**src/rtl/icb_arbt_mux_pkg.sv**
```systemverilog
// -----------------------------------------------------------------------------
// icb_arbt_mux_pkg
// Shared types and helpers for the ICB N-to-1 arbiter.
//   arb_state_e    : arbitration FSM encoding. ST_LOCK is present only when
//                    ICB_ARBT_LOCK_EN is defined.
//   onehot_to_idx  : index of the set bit of a one-hot vector (up to 32 bits).
// -----------------------------------------------------------------------------
package icb_arbt_mux_pkg;

`ifdef ICB_ARBT_LOCK_EN
   typedef enum logic [1:0] {
      ST_ARB  = 2'd0,
      ST_HOLD = 2'd1,
      ST_LOCK = 2'd2
   } arb_state_e;
`else
   typedef enum logic [1:0] {
      ST_ARB  = 2'd0,
      ST_HOLD = 2'd1
   } arb_state_e;
`endif

   function automatic int onehot_to_idx(input logic [31:0] oh);
      int idx;
      idx = 0;
      for (int i = 0; i < 32; i++) begin
         if (oh[i]) idx = i;
      end
      return idx;
   endfunction

endpackage

```
**src/rtl/icb_arbt_mux_fifo.sv**
```systemverilog
// -----------------------------------------------------------------------------
// icb_arbt_mux_fifo
// Outstanding-ID FIFO for the arbiter. DP=1 collapses to a single pipe stage.
// The head is not zeroed when empty; consumers must qualify it with empty.
// Ports:
//   clk, rst     clock, asynchronous active-low reset
//   push, din    write one entry (caller guarantees not full)
//   pop, dout    consume the head entry (caller guarantees not empty)
//   empty, full  occupancy flags; full reflects the registered count, so a
//                pop does not free a slot until the following cycle
// Parameters: DP depth, DW entry width, CUT_READY 1 = full from its own flop.
// -----------------------------------------------------------------------------
module icb_arbt_mux_fifo #(
   parameter int DP        = 8,
   parameter int DW        = 4,
   parameter int CUT_READY = 0
) (
   input  logic          clk,
   input  logic          rst,
   input  logic          push,
   input  logic [DW-1:0] din,
   input  logic          pop,
   output logic [DW-1:0] dout,
   output logic          empty,
   output logic          full
);

   generate
      if (DP == 1) begin : g_stage
         logic          vld;
         logic [DW-1:0] dat;

         // NOTE: sequential state is always written with <= so every flop
         // samples the pre-edge values regardless of statement order.
         always_ff @(posedge clk or negedge rst) begin
            if (!rst)      vld <= 1'b0;
            else if (push) vld <= 1'b1;
            else if (pop)  vld <= 1'b0;
         end

         always_ff @(posedge clk) begin
            if (push) dat <= din;
         end

         assign dout  = dat;
         assign empty = ~vld;
         assign full  = vld;
      end else begin : g_fifo
         localparam int PW = $clog2(DP);
         localparam int CW = $clog2(DP + 1);

         logic [DW-1:0] mem [DP];
         logic [PW-1:0] wptr, rptr;
         logic [CW-1:0] cnt, cnt_nxt;

         // NOTE: every always_comb output gets a default first so no path
         // can leave it unassigned and infer a latch.
         always_comb begin
            cnt_nxt = cnt;
            if (push && !pop)      cnt_nxt = cnt + CW'(1);
            else if (pop && !push) cnt_nxt = cnt - CW'(1);
         end

         always_ff @(posedge clk or negedge rst) begin
            if (!rst) begin
               wptr <= '0;
               rptr <= '0;
               cnt  <= '0;
            end else begin
               cnt <= cnt_nxt;
               if (push) wptr <= (wptr == PW'(DP - 1)) ? '0 : wptr + PW'(1);
               if (pop)  rptr <= (rptr == PW'(DP - 1)) ? '0 : rptr + PW'(1);
            end
         end

         // NOTE: the storage array has no reset; the pointers and count are
         // reset, and nothing reads an entry that was not written.
         always_ff @(posedge clk) begin
            if (push) mem[wptr] <= din;
         end

         assign dout  = mem[rptr];
         assign empty = (cnt == '0);

         if (CUT_READY != 0) begin : g_full_reg
            logic full_q;
            always_ff @(posedge clk or negedge rst) begin
               if (!rst) full_q <= 1'b0;
               else      full_q <= (cnt_nxt == CW'(DP));
            end
            assign full = full_q;
         end else begin : g_full_cmb
            assign full = (cnt == CW'(DP));
         end
      end
   endgenerate

endmodule

```
**src/rtl/icb_arbt_mux.sv**
```systemverilog
// -----------------------------------------------------------------------------
// icb_arbt_mux
// ICB N-to-1 round-robin arbiter. Merges ARBT_NUM upstream initiators onto one
// downstream target and routes in-order responses back through an
// outstanding-ID FIFO holding the one-hot grant of every accepted command.
// Optional feature: define ICB_ARBT_LOCK_EN to let cmd_lock=1 pin the grant to
// one port until that port completes a command with cmd_lock=0.
// Ports:
//   clk, rst               clock, asynchronous active-low reset
//   i_bus_icb_cmd_*        packed upstream commands, port i at slice i
//   i_bus_icb_rsp_*        packed upstream responses (payload broadcast)
//   o_icb_cmd_*            granted downstream command
//   o_icb_rsp_*            downstream response
// -----------------------------------------------------------------------------
module icb_arbt_mux
   import icb_arbt_mux_pkg::*;
#(
   parameter int AW              = 32,
   parameter int DW              = 64,
   parameter int ARBT_NUM        = 4,
   parameter int FIFO_OUTS_NUM   = 8,
   parameter int FIFO_CUT_READY  = 0,
   parameter int ALLOW_0CYCL_RSP = 1,
   parameter int USR_W           = 1
) (
   input  logic                      clk,
   input  logic                      rst,
   input  logic [ARBT_NUM-1:0]       i_bus_icb_cmd_valid,
   output logic [ARBT_NUM-1:0]       i_bus_icb_cmd_ready,
   input  logic [ARBT_NUM-1:0]       i_bus_icb_cmd_read,
   input  logic [ARBT_NUM*AW-1:0]    i_bus_icb_cmd_addr,
   input  logic [ARBT_NUM*DW-1:0]    i_bus_icb_cmd_wdata,
   input  logic [ARBT_NUM*DW/8-1:0]  i_bus_icb_cmd_wmask,
   input  logic [ARBT_NUM*2-1:0]     i_bus_icb_cmd_burst,
   input  logic [ARBT_NUM*2-1:0]     i_bus_icb_cmd_beat,
   input  logic [ARBT_NUM-1:0]       i_bus_icb_cmd_lock,
   input  logic [ARBT_NUM-1:0]       i_bus_icb_cmd_excl,
   input  logic [ARBT_NUM*2-1:0]     i_bus_icb_cmd_size,
   input  logic [ARBT_NUM*USR_W-1:0] i_bus_icb_cmd_usr,
   output logic [ARBT_NUM-1:0]       i_bus_icb_rsp_valid,
   input  logic [ARBT_NUM-1:0]       i_bus_icb_rsp_ready,
   output logic [ARBT_NUM-1:0]       i_bus_icb_rsp_err,
   output logic [ARBT_NUM-1:0]       i_bus_icb_rsp_excl_ok,
   output logic [ARBT_NUM*DW-1:0]    i_bus_icb_rsp_rdata,
   output logic [ARBT_NUM*USR_W-1:0] i_bus_icb_rsp_usr,
   output logic                      o_icb_cmd_valid,
   input  logic                      o_icb_cmd_ready,
   output logic                      o_icb_cmd_read,
   output logic [AW-1:0]             o_icb_cmd_addr,
   output logic [DW-1:0]             o_icb_cmd_wdata,
   output logic [DW/8-1:0]           o_icb_cmd_wmask,
   output logic [1:0]                o_icb_cmd_burst,
   output logic [1:0]                o_icb_cmd_beat,
   output logic                      o_icb_cmd_lock,
   output logic                      o_icb_cmd_excl,
   output logic [1:0]                o_icb_cmd_size,
   output logic [USR_W-1:0]          o_icb_cmd_usr,
   input  logic                      o_icb_rsp_valid,
   output logic                      o_icb_rsp_ready,
   input  logic                      o_icb_rsp_err,
   input  logic                      o_icb_rsp_excl_ok,
   input  logic [DW-1:0]             o_icb_rsp_rdata,
   input  logic [USR_W-1:0]          o_icb_rsp_usr
);

   localparam int PTR_W = $clog2(ARBT_NUM);
   localparam int MW    = DW / 8;

   arb_state_e          state, state_nxt;
   logic [PTR_W-1:0]    last_gnt;
   logic [ARBT_NUM-1:0] hi_req, pick, rr_gnt, gnt_q, gnt, gnt_v;
   logic [ARBT_NUM-1:0] rsp_id, fifo_head;
   logic                fifo_empty, fifo_full, fifo_push, fifo_pop;
   logic                cmd_hs, rsp_hs;

   // Round-robin: prefer requesters above last_gnt, else wrap to the lowest
   // requester; x & (~x + 1) isolates the lowest set bit.
   always_comb begin
      hi_req = '0;
      for (int i = 0; i < ARBT_NUM; i++) begin
         hi_req[i] = i_bus_icb_cmd_valid[i] && (i > int'(last_gnt));
      end
      pick   = (|hi_req) ? hi_req : i_bus_icb_cmd_valid;
      rr_gnt = pick & (~pick + ARBT_NUM'(1));
   end

   // Outside ARB the grant is frozen so the downstream payload stays stable.
   assign gnt                 = (state == ST_ARB) ? rr_gnt : gnt_q;
   assign gnt_v               = gnt & i_bus_icb_cmd_valid;
   assign o_icb_cmd_valid     = (|gnt_v) & ~fifo_full;
   assign i_bus_icb_cmd_ready = gnt_v & {ARBT_NUM{o_icb_cmd_ready & ~fifo_full}};
   assign cmd_hs              = o_icb_cmd_valid & o_icb_cmd_ready;

`ifdef ICB_ARBT_LOCK_EN
   logic cmd_lock;
   assign cmd_lock = |(gnt_v & i_bus_icb_cmd_lock);
`endif

   always_ff @(posedge clk or negedge rst) begin
      if (!rst) begin
         state    <= ST_ARB;
         gnt_q    <= '0;
         last_gnt <= PTR_W'(ARBT_NUM - 1);
      end else begin
         state <= state_nxt;
         if (state == ST_ARB) gnt_q <= rr_gnt;
         if (cmd_hs) last_gnt <= PTR_W'(onehot_to_idx(32'(gnt_v)));
      end
   end

   always_comb begin
      state_nxt = state;
      case (state)
         ST_ARB: begin
            if (o_icb_cmd_valid && !o_icb_cmd_ready) state_nxt = ST_HOLD;
`ifdef ICB_ARBT_LOCK_EN
            if (cmd_hs && cmd_lock) state_nxt = ST_LOCK;
`endif
         end
         ST_HOLD: begin
            if (cmd_hs) begin
               state_nxt = ST_ARB;
`ifdef ICB_ARBT_LOCK_EN
               if (cmd_lock) state_nxt = ST_LOCK;
`endif
            end
         end
`ifdef ICB_ARBT_LOCK_EN
         ST_LOCK: begin
            if (cmd_hs && !cmd_lock) state_nxt = ST_ARB;
         end
`endif
         default: state_nxt = ST_ARB;
      endcase
   end

   // AND-OR payload mux; all zero when nothing is granted.
   always_comb begin
      o_icb_cmd_read  = 1'b0;
      o_icb_cmd_addr  = '0;
      o_icb_cmd_wdata = '0;
      o_icb_cmd_wmask = '0;
      o_icb_cmd_burst = '0;
      o_icb_cmd_beat  = '0;
      o_icb_cmd_lock  = 1'b0;
      o_icb_cmd_excl  = 1'b0;
      o_icb_cmd_size  = '0;
      o_icb_cmd_usr   = '0;
      for (int i = 0; i < ARBT_NUM; i++) begin
         o_icb_cmd_read  = o_icb_cmd_read  | (gnt_v[i] & i_bus_icb_cmd_read[i]);
         o_icb_cmd_addr  = o_icb_cmd_addr  | ({AW{gnt_v[i]}}    & i_bus_icb_cmd_addr[i*AW +: AW]);
         o_icb_cmd_wdata = o_icb_cmd_wdata | ({DW{gnt_v[i]}}    & i_bus_icb_cmd_wdata[i*DW +: DW]);
         o_icb_cmd_wmask = o_icb_cmd_wmask | ({MW{gnt_v[i]}}    & i_bus_icb_cmd_wmask[i*MW +: MW]);
         o_icb_cmd_burst = o_icb_cmd_burst | ({2{gnt_v[i]}}     & i_bus_icb_cmd_burst[i*2 +: 2]);
         o_icb_cmd_beat  = o_icb_cmd_beat  | ({2{gnt_v[i]}}     & i_bus_icb_cmd_beat[i*2 +: 2]);
         o_icb_cmd_lock  = o_icb_cmd_lock  | (gnt_v[i] & i_bus_icb_cmd_lock[i]);
         o_icb_cmd_excl  = o_icb_cmd_excl  | (gnt_v[i] & i_bus_icb_cmd_excl[i]);
         o_icb_cmd_size  = o_icb_cmd_size  | ({2{gnt_v[i]}}     & i_bus_icb_cmd_size[i*2 +: 2]);
         o_icb_cmd_usr   = o_icb_cmd_usr   | ({USR_W{gnt_v[i]}} & i_bus_icb_cmd_usr[i*USR_W +: USR_W]);
      end
   end

   // Response port: FIFO head, or the live grant for a zero-cycle response.
   always_comb begin
      rsp_id = '0;
      if (!fifo_empty)               rsp_id = fifo_head;
      else if (ALLOW_0CYCL_RSP != 0) rsp_id = gnt_v;
   end

   assign i_bus_icb_rsp_valid   = rsp_id & {ARBT_NUM{o_icb_rsp_valid}};
   assign o_icb_rsp_ready       = |(rsp_id & i_bus_icb_rsp_ready);
   assign rsp_hs                = o_icb_rsp_valid & o_icb_rsp_ready;
   assign i_bus_icb_rsp_err     = {ARBT_NUM{o_icb_rsp_err}};
   assign i_bus_icb_rsp_excl_ok = {ARBT_NUM{o_icb_rsp_excl_ok}};
   assign i_bus_icb_rsp_rdata   = {ARBT_NUM{o_icb_rsp_rdata}};
   assign i_bus_icb_rsp_usr     = {ARBT_NUM{o_icb_rsp_usr}};

   // A command answered in its own cycle never enters the FIFO.
   assign fifo_push = cmd_hs & ~(fifo_empty & rsp_hs);
   assign fifo_pop  = rsp_hs & ~fifo_empty;

   icb_arbt_mux_fifo #(
      .DP        (FIFO_OUTS_NUM),
      .DW        (ARBT_NUM),
      .CUT_READY (FIFO_CUT_READY)
   ) u_id_fifo (
      .clk   (clk),
      .rst   (rst),
      .push  (fifo_push),
      .din   (gnt_v),
      .pop   (fifo_pop),
      .dout  (fifo_head),
      .empty (fifo_empty),
      .full  (fifo_full)
   );

endmodule

```
**config.mk**
```make
export PLATFORM = sky130hd
export DESIGN_NAME = icb_arbt_mux
export DESIGN_NICKNAME = d
export VERILOG_FILES = /design/src/rtl/icb_arbt_mux_pkg.sv /design/src/rtl/icb_arbt_mux_fifo.sv /design/src/rtl/icb_arbt_mux.sv
export SDC_FILE = /design/constraint.sdc
export NUM_CORES = 1
export LEC_CHECK = 0
export CAP_MARGIN = 5
export CORE_AREA = 5 5 358 360
export DETAILED_ROUTE_END_ITERATION = 8
export DIE_AREA = 0 0 363 365
export PLACE_DENSITY = 0.36
export SLEW_MARGIN = 25
export SYNTH_ARGS = -nofsm -noshare
export SYNTH_HDL_FRONTEND = slang
export SYNTH_SLANG_ARGS = --single-unit
```
**constraint.sdc**
```tcl
create_clock -name clk -period 9.9 [get_ports clk]
set_clock_uncertainty 0.1 [all_clocks]
set_input_delay 2.475 -clock clk [delete_from_list [all_inputs] [get_ports clk]]
set_output_delay 2.475 -clock clk [all_outputs]
set_load 0.005 [all_outputs]
```
==> impl_metrics.yaml <==
outcome:
  run_status: "complete, no violations"
sta:
  tightest_slew_ns: 0.828
  fin_tns_setup_ns: 0
  unrepaired_setup_endpoints_after_global_routing: "no"
  clock.fmax_mhz: 120
  timing.max_slew.rel_slack: 0.448
  finalMaxSlewViolations: 0
  report.final.setup_viol: 0
  post-route-min-period_ns: 8.36
  timing.final.hold_violations: 0
  layout_worst_path_cycle_share: 0.844
yosys:
  synth-seq-cells: 49
  synthDistinctLibCells: 55
  leading_cell_types_by_total_area_after_synthesis: "sky130_fd_sc_hd__buf_4 30%, sky130_fd_sc_hd__a222oi_1 17%, sky130_fd_sc_hd__edfxtp_1 14%"
  post_synth_inst_count: 858
  syn-cell-area_um2: 6750
  synth_sequential_area_ratio: 0.206
  synthesis.nets: 1401
  postSynthAreaPerCell_um2: 7.87
  async_flop_share: 0.347
  postSynth.topFlopCell: "sky130_fd_sc_hd__edfxtp_1"
  synth_top_cell_area_share: 0.298
  synth.largest_area_cell: "sky130_fd_sc_hd__buf_4"
  synth_enable_flop_cells: 32
  number_of_warnings_reported_in_the_yosys_synthesis_log: 0
final_layout:
  leading_cell_types_in_the_layout_fill_and_taps_excluded: "590 x sky130_fd_sc_hd__clkdlybuf4s50_1, 246 x sky130_fd_sc_hd__nand2_1, 114 x sky130_fd_sc_hd__a222oi_1"
  num-nets-final: 1688
  layout.cells.most_common: "sky130_fd_sc_hd__clkdlybuf4s50_1"
  post_route_cells_drive_above_1_share: 0.0401
  post_layout_inst_area_um2: 12900
  area_growth_syn_to_layout_pct: 90.5
hold_path:
  holdCritStartpoint: "gnt_q[2]"
  min_delay_worst_endpoint: "gnt_q[2]"
  min_path_type: "reg -> reg"
  whs_path_depth: 2
setup_path:
  r2r-end: "u_id_fifo.g_fifo.cnt[3]"
  regToRegStartpoint: "last_gnt[1]"
  worstPathMaxFanout: 56
  critical_path_at_ns: 5.78
  required_ns: 7.33
  crit_path_start_kind: "input pin"
  worst_setup_slack_for_register_to_register_paths_ns: 5.44
  end_kind: "primary output"
  rr_worst_depth: 17
  path_class: "in -> out"
clock_tree:
  tritoncts: "done"
  number_of_buffers_on_the_longest_clock_path: 2
  cts.htree.levels: 2
  clkLatencyLatePin_ns: 0.28
  number_of_cts_inserted_buffers: 5
  cts_root_buf: "sky130_fd_sc_hd__clkbuf_16"
  post_cts_hold_buffer_count: 0
  cts.repair.resized: 0
  cts.reportedPaths.clkPinSlew_ns: 0.07
  clkSinkCount: 49
  cts_post_setup_buffers_inserted: 0
global_routing:
  largest_net_degree_at_the_start_of_global_routing: 66
  antenna_found_initial: 14
  grt_first_pass_wirelength_um: 78300
  grtUsageTotal: 0.0879
  grt.overflow.total: 0
  grt_pass1_vias: 8308
power:
  power_per_cell_area_nw_per_um2: 231
  ir_drop_worst_case_vdd_mv: 0.141
  p_leak_nw: 4.39
  power_w: 0.00297
floorplan:
  io_pins: 927
  placeableCoreArea_um2: 125000
  floorplan.die_area_um2: 132000
  die_width_um: 363
  fp-row-count: 130
  floorplan.initialDensity: 0.0541
  die_y_um: 365
routing:
  final_antenna_net_count: 0
  first_pass_iters: 8
  via_count: 7900
  routedWlPerCell_um: 22.6
  post_drt_via_cell_ratio: 2.82
  drcViolationCount: 0
  detailedRoute.firstIterationViolations: 796
  detail_route.wirelength_um: 63400
placed_design:
  gp_congestion: 0.822
  place.port_buffers: 591
  dpl-instance-area_um2: 12700
  place.detailed.hpwl_um: 56000
job:
  timing.max_cap.violations: 0
==> critical path, cell delays in order <==
cell and delay, ns:
sky130_fd_sc_hd__clkdlybuf4s50_1 0.56, sky130_fd_sc_hd__nor2b_1 0.20, sky130_fd_sc_hd__o21bai_1 0.13, sky130_fd_sc_hd__a211o_1 0.37, sky130_fd_sc_hd__nand2_4 0.53, sky130_fd_sc_hd__buf_12 0.39
sky130_fd_sc_hd__buf_4 0.30, sky130_fd_sc_hd__a222oi_1 0.12, sky130_fd_sc_hd__nand2_1 0.12, sky130_fd_sc_hd__clkdlybuf4s50_1 0.51
==> metal layers <==
metal  wire [µm]  vias up  track usage
met5         214        -       0.0102
met3       11000       46       0.0669
met1       26400     3673        0.110
li1            -     3453            -
met2       24500      718        0.117
met4        1290       10       0.0180
==> through the flow <==
step	util	hold WS (ns)	setup slack (ns)	cells
floorplan	-	0.343	3.07	858
global placement	0.102	0.370	1.39	2788
detailed placement	0.102	0.361	1.47	2788
CTS	0.103	0.377	1.45	2796
global route	0.103	0.399	1.19	2796
finish	0.103	0.373	1.54	2800
==> kinds of logic (layout without fill, tap and decap cells) <==
| family | count (synthesis) | after routing | synth area share |
|---|---|---|---|
| flops | 49 | 49 | 0.206 |
| buf+inv | 331 | 619 | 0.336 |
| simple gates | 297 | 297 | 0.187 |
| other cells | 0 | 4 | 0 |
| xor+xnor | 4 | 4 | 0.00519 |
| fa+ha+maj | 8 | 8 | 0.0159 |
| mux | 20 | 20 | 0.0439 |
| compound gates | 149 | 149 | 0.207 |
==> worst max path at each step <==
stage          slack, ns  depth (start not counted)                   start                  to
2_1_floorplan       3.07                         11  i_bus_icb_cmd_valid[3]  o_icb_cmd_wmask[2]
3_3_place_gp        1.39                         10  i_bus_icb_cmd_valid[3]   o_icb_cmd_beat[1]
3_5_place_dp        1.47                         10  i_bus_icb_cmd_valid[3]   o_icb_cmd_beat[1]
4_1_cts             1.45                         10  i_bus_icb_cmd_valid[3]   o_icb_cmd_beat[1]
5_1_grt             1.19                         10  i_bus_icb_cmd_valid[3]   o_icb_cmd_beat[1]
6_report            1.54                         10  i_bus_icb_cmd_valid[1]  o_icb_cmd_wdata[1]
==> power by group <==
group	internal [W]	total [W]	switching (W)
registers	0.000291	0.000375	0.0000837
logic	0.00113	0.00242	0.00129
clock network	0.0000943	0.000169	0.0000751
==> state kept, by name (all words and copies together), names as in the netlist <==
name and count:
u_id_fifo.g_fifo.cnt 4, gnt_q 4, u_id_fifo.g_fifo.wptr 3, last_gnt 2, u_id_fifo.g_fifo.mem 32, u_id_fifo.g_fifo.rptr 3, state 1
==> Yosys cell counts, types with 2 or more instances <==
library cell / count
sky130_fd_sc_hd__o21ai_1: 3
sky130_fd_sc_hd__ha_1: 7
sky130_fd_sc_hd__o21ai_0: 5
sky130_fd_sc_hd__clkbuf_1: 42
sky130_fd_sc_hd__mux2_4: 3
sky130_fd_sc_hd__nor2b_1: 4
sky130_fd_sc_hd__nor3_1: 2
sky130_fd_sc_hd__buf_6: 2
sky130_fd_sc_hd__a31oi_1: 2
sky130_fd_sc_hd__dfstp_2: 2
sky130_fd_sc_hd__dfrtp_1: 15
sky130_fd_sc_hd__inv_2: 3
sky130_fd_sc_hd__nand2b_1: 6
sky130_fd_sc_hd__a222oi_1: 114
sky130_fd_sc_hd__o21bai_1: 2
sky130_fd_sc_hd__buf_4: 268
sky130_fd_sc_hd__buf_1: 11
sky130_fd_sc_hd__mux2_2: 2
sky130_fd_sc_hd__buf_2: 3
sky130_fd_sc_hd__inv_1: 2
sky130_fd_sc_hd__mux4_2: 6
sky130_fd_sc_hd__nand4_1: 2
sky130_fd_sc_hd__mux2i_1: 6
sky130_fd_sc_hd__edfxtp_1: 32
sky130_fd_sc_hd__nand3b_1: 3
sky130_fd_sc_hd__and2_1: 7
sky130_fd_sc_hd__a211o_1: 2
sky130_fd_sc_hd__a21o_1: 2
sky130_fd_sc_hd__and4b_1: 3
sky130_fd_sc_hd__a21oi_1: 7
sky130_fd_sc_hd__nand3_1: 4
sky130_fd_sc_hd__and3_1: 2
sky130_fd_sc_hd__and4bb_1: 2
sky130_fd_sc_hd__mux2_1: 3
sky130_fd_sc_hd__nor2_1: 11
sky130_fd_sc_hd__nand2_1: 247
sky130_fd_sc_hd__xnor2_1: 3
==> final cells by class <==
class,count,area [µm²]
Fill cell,14400,112000
Timing Repair Buffer,606,6100
Multi-Input combinational cell,478,3130
Tap cell,1650,2060
Sequential cell,49,1390
Clock buffer,6,129
Inverter,5,21.3
Clock inverter,2,16.3
Antenna cell,4,10.0
Power figures use the tool's default switching activity.
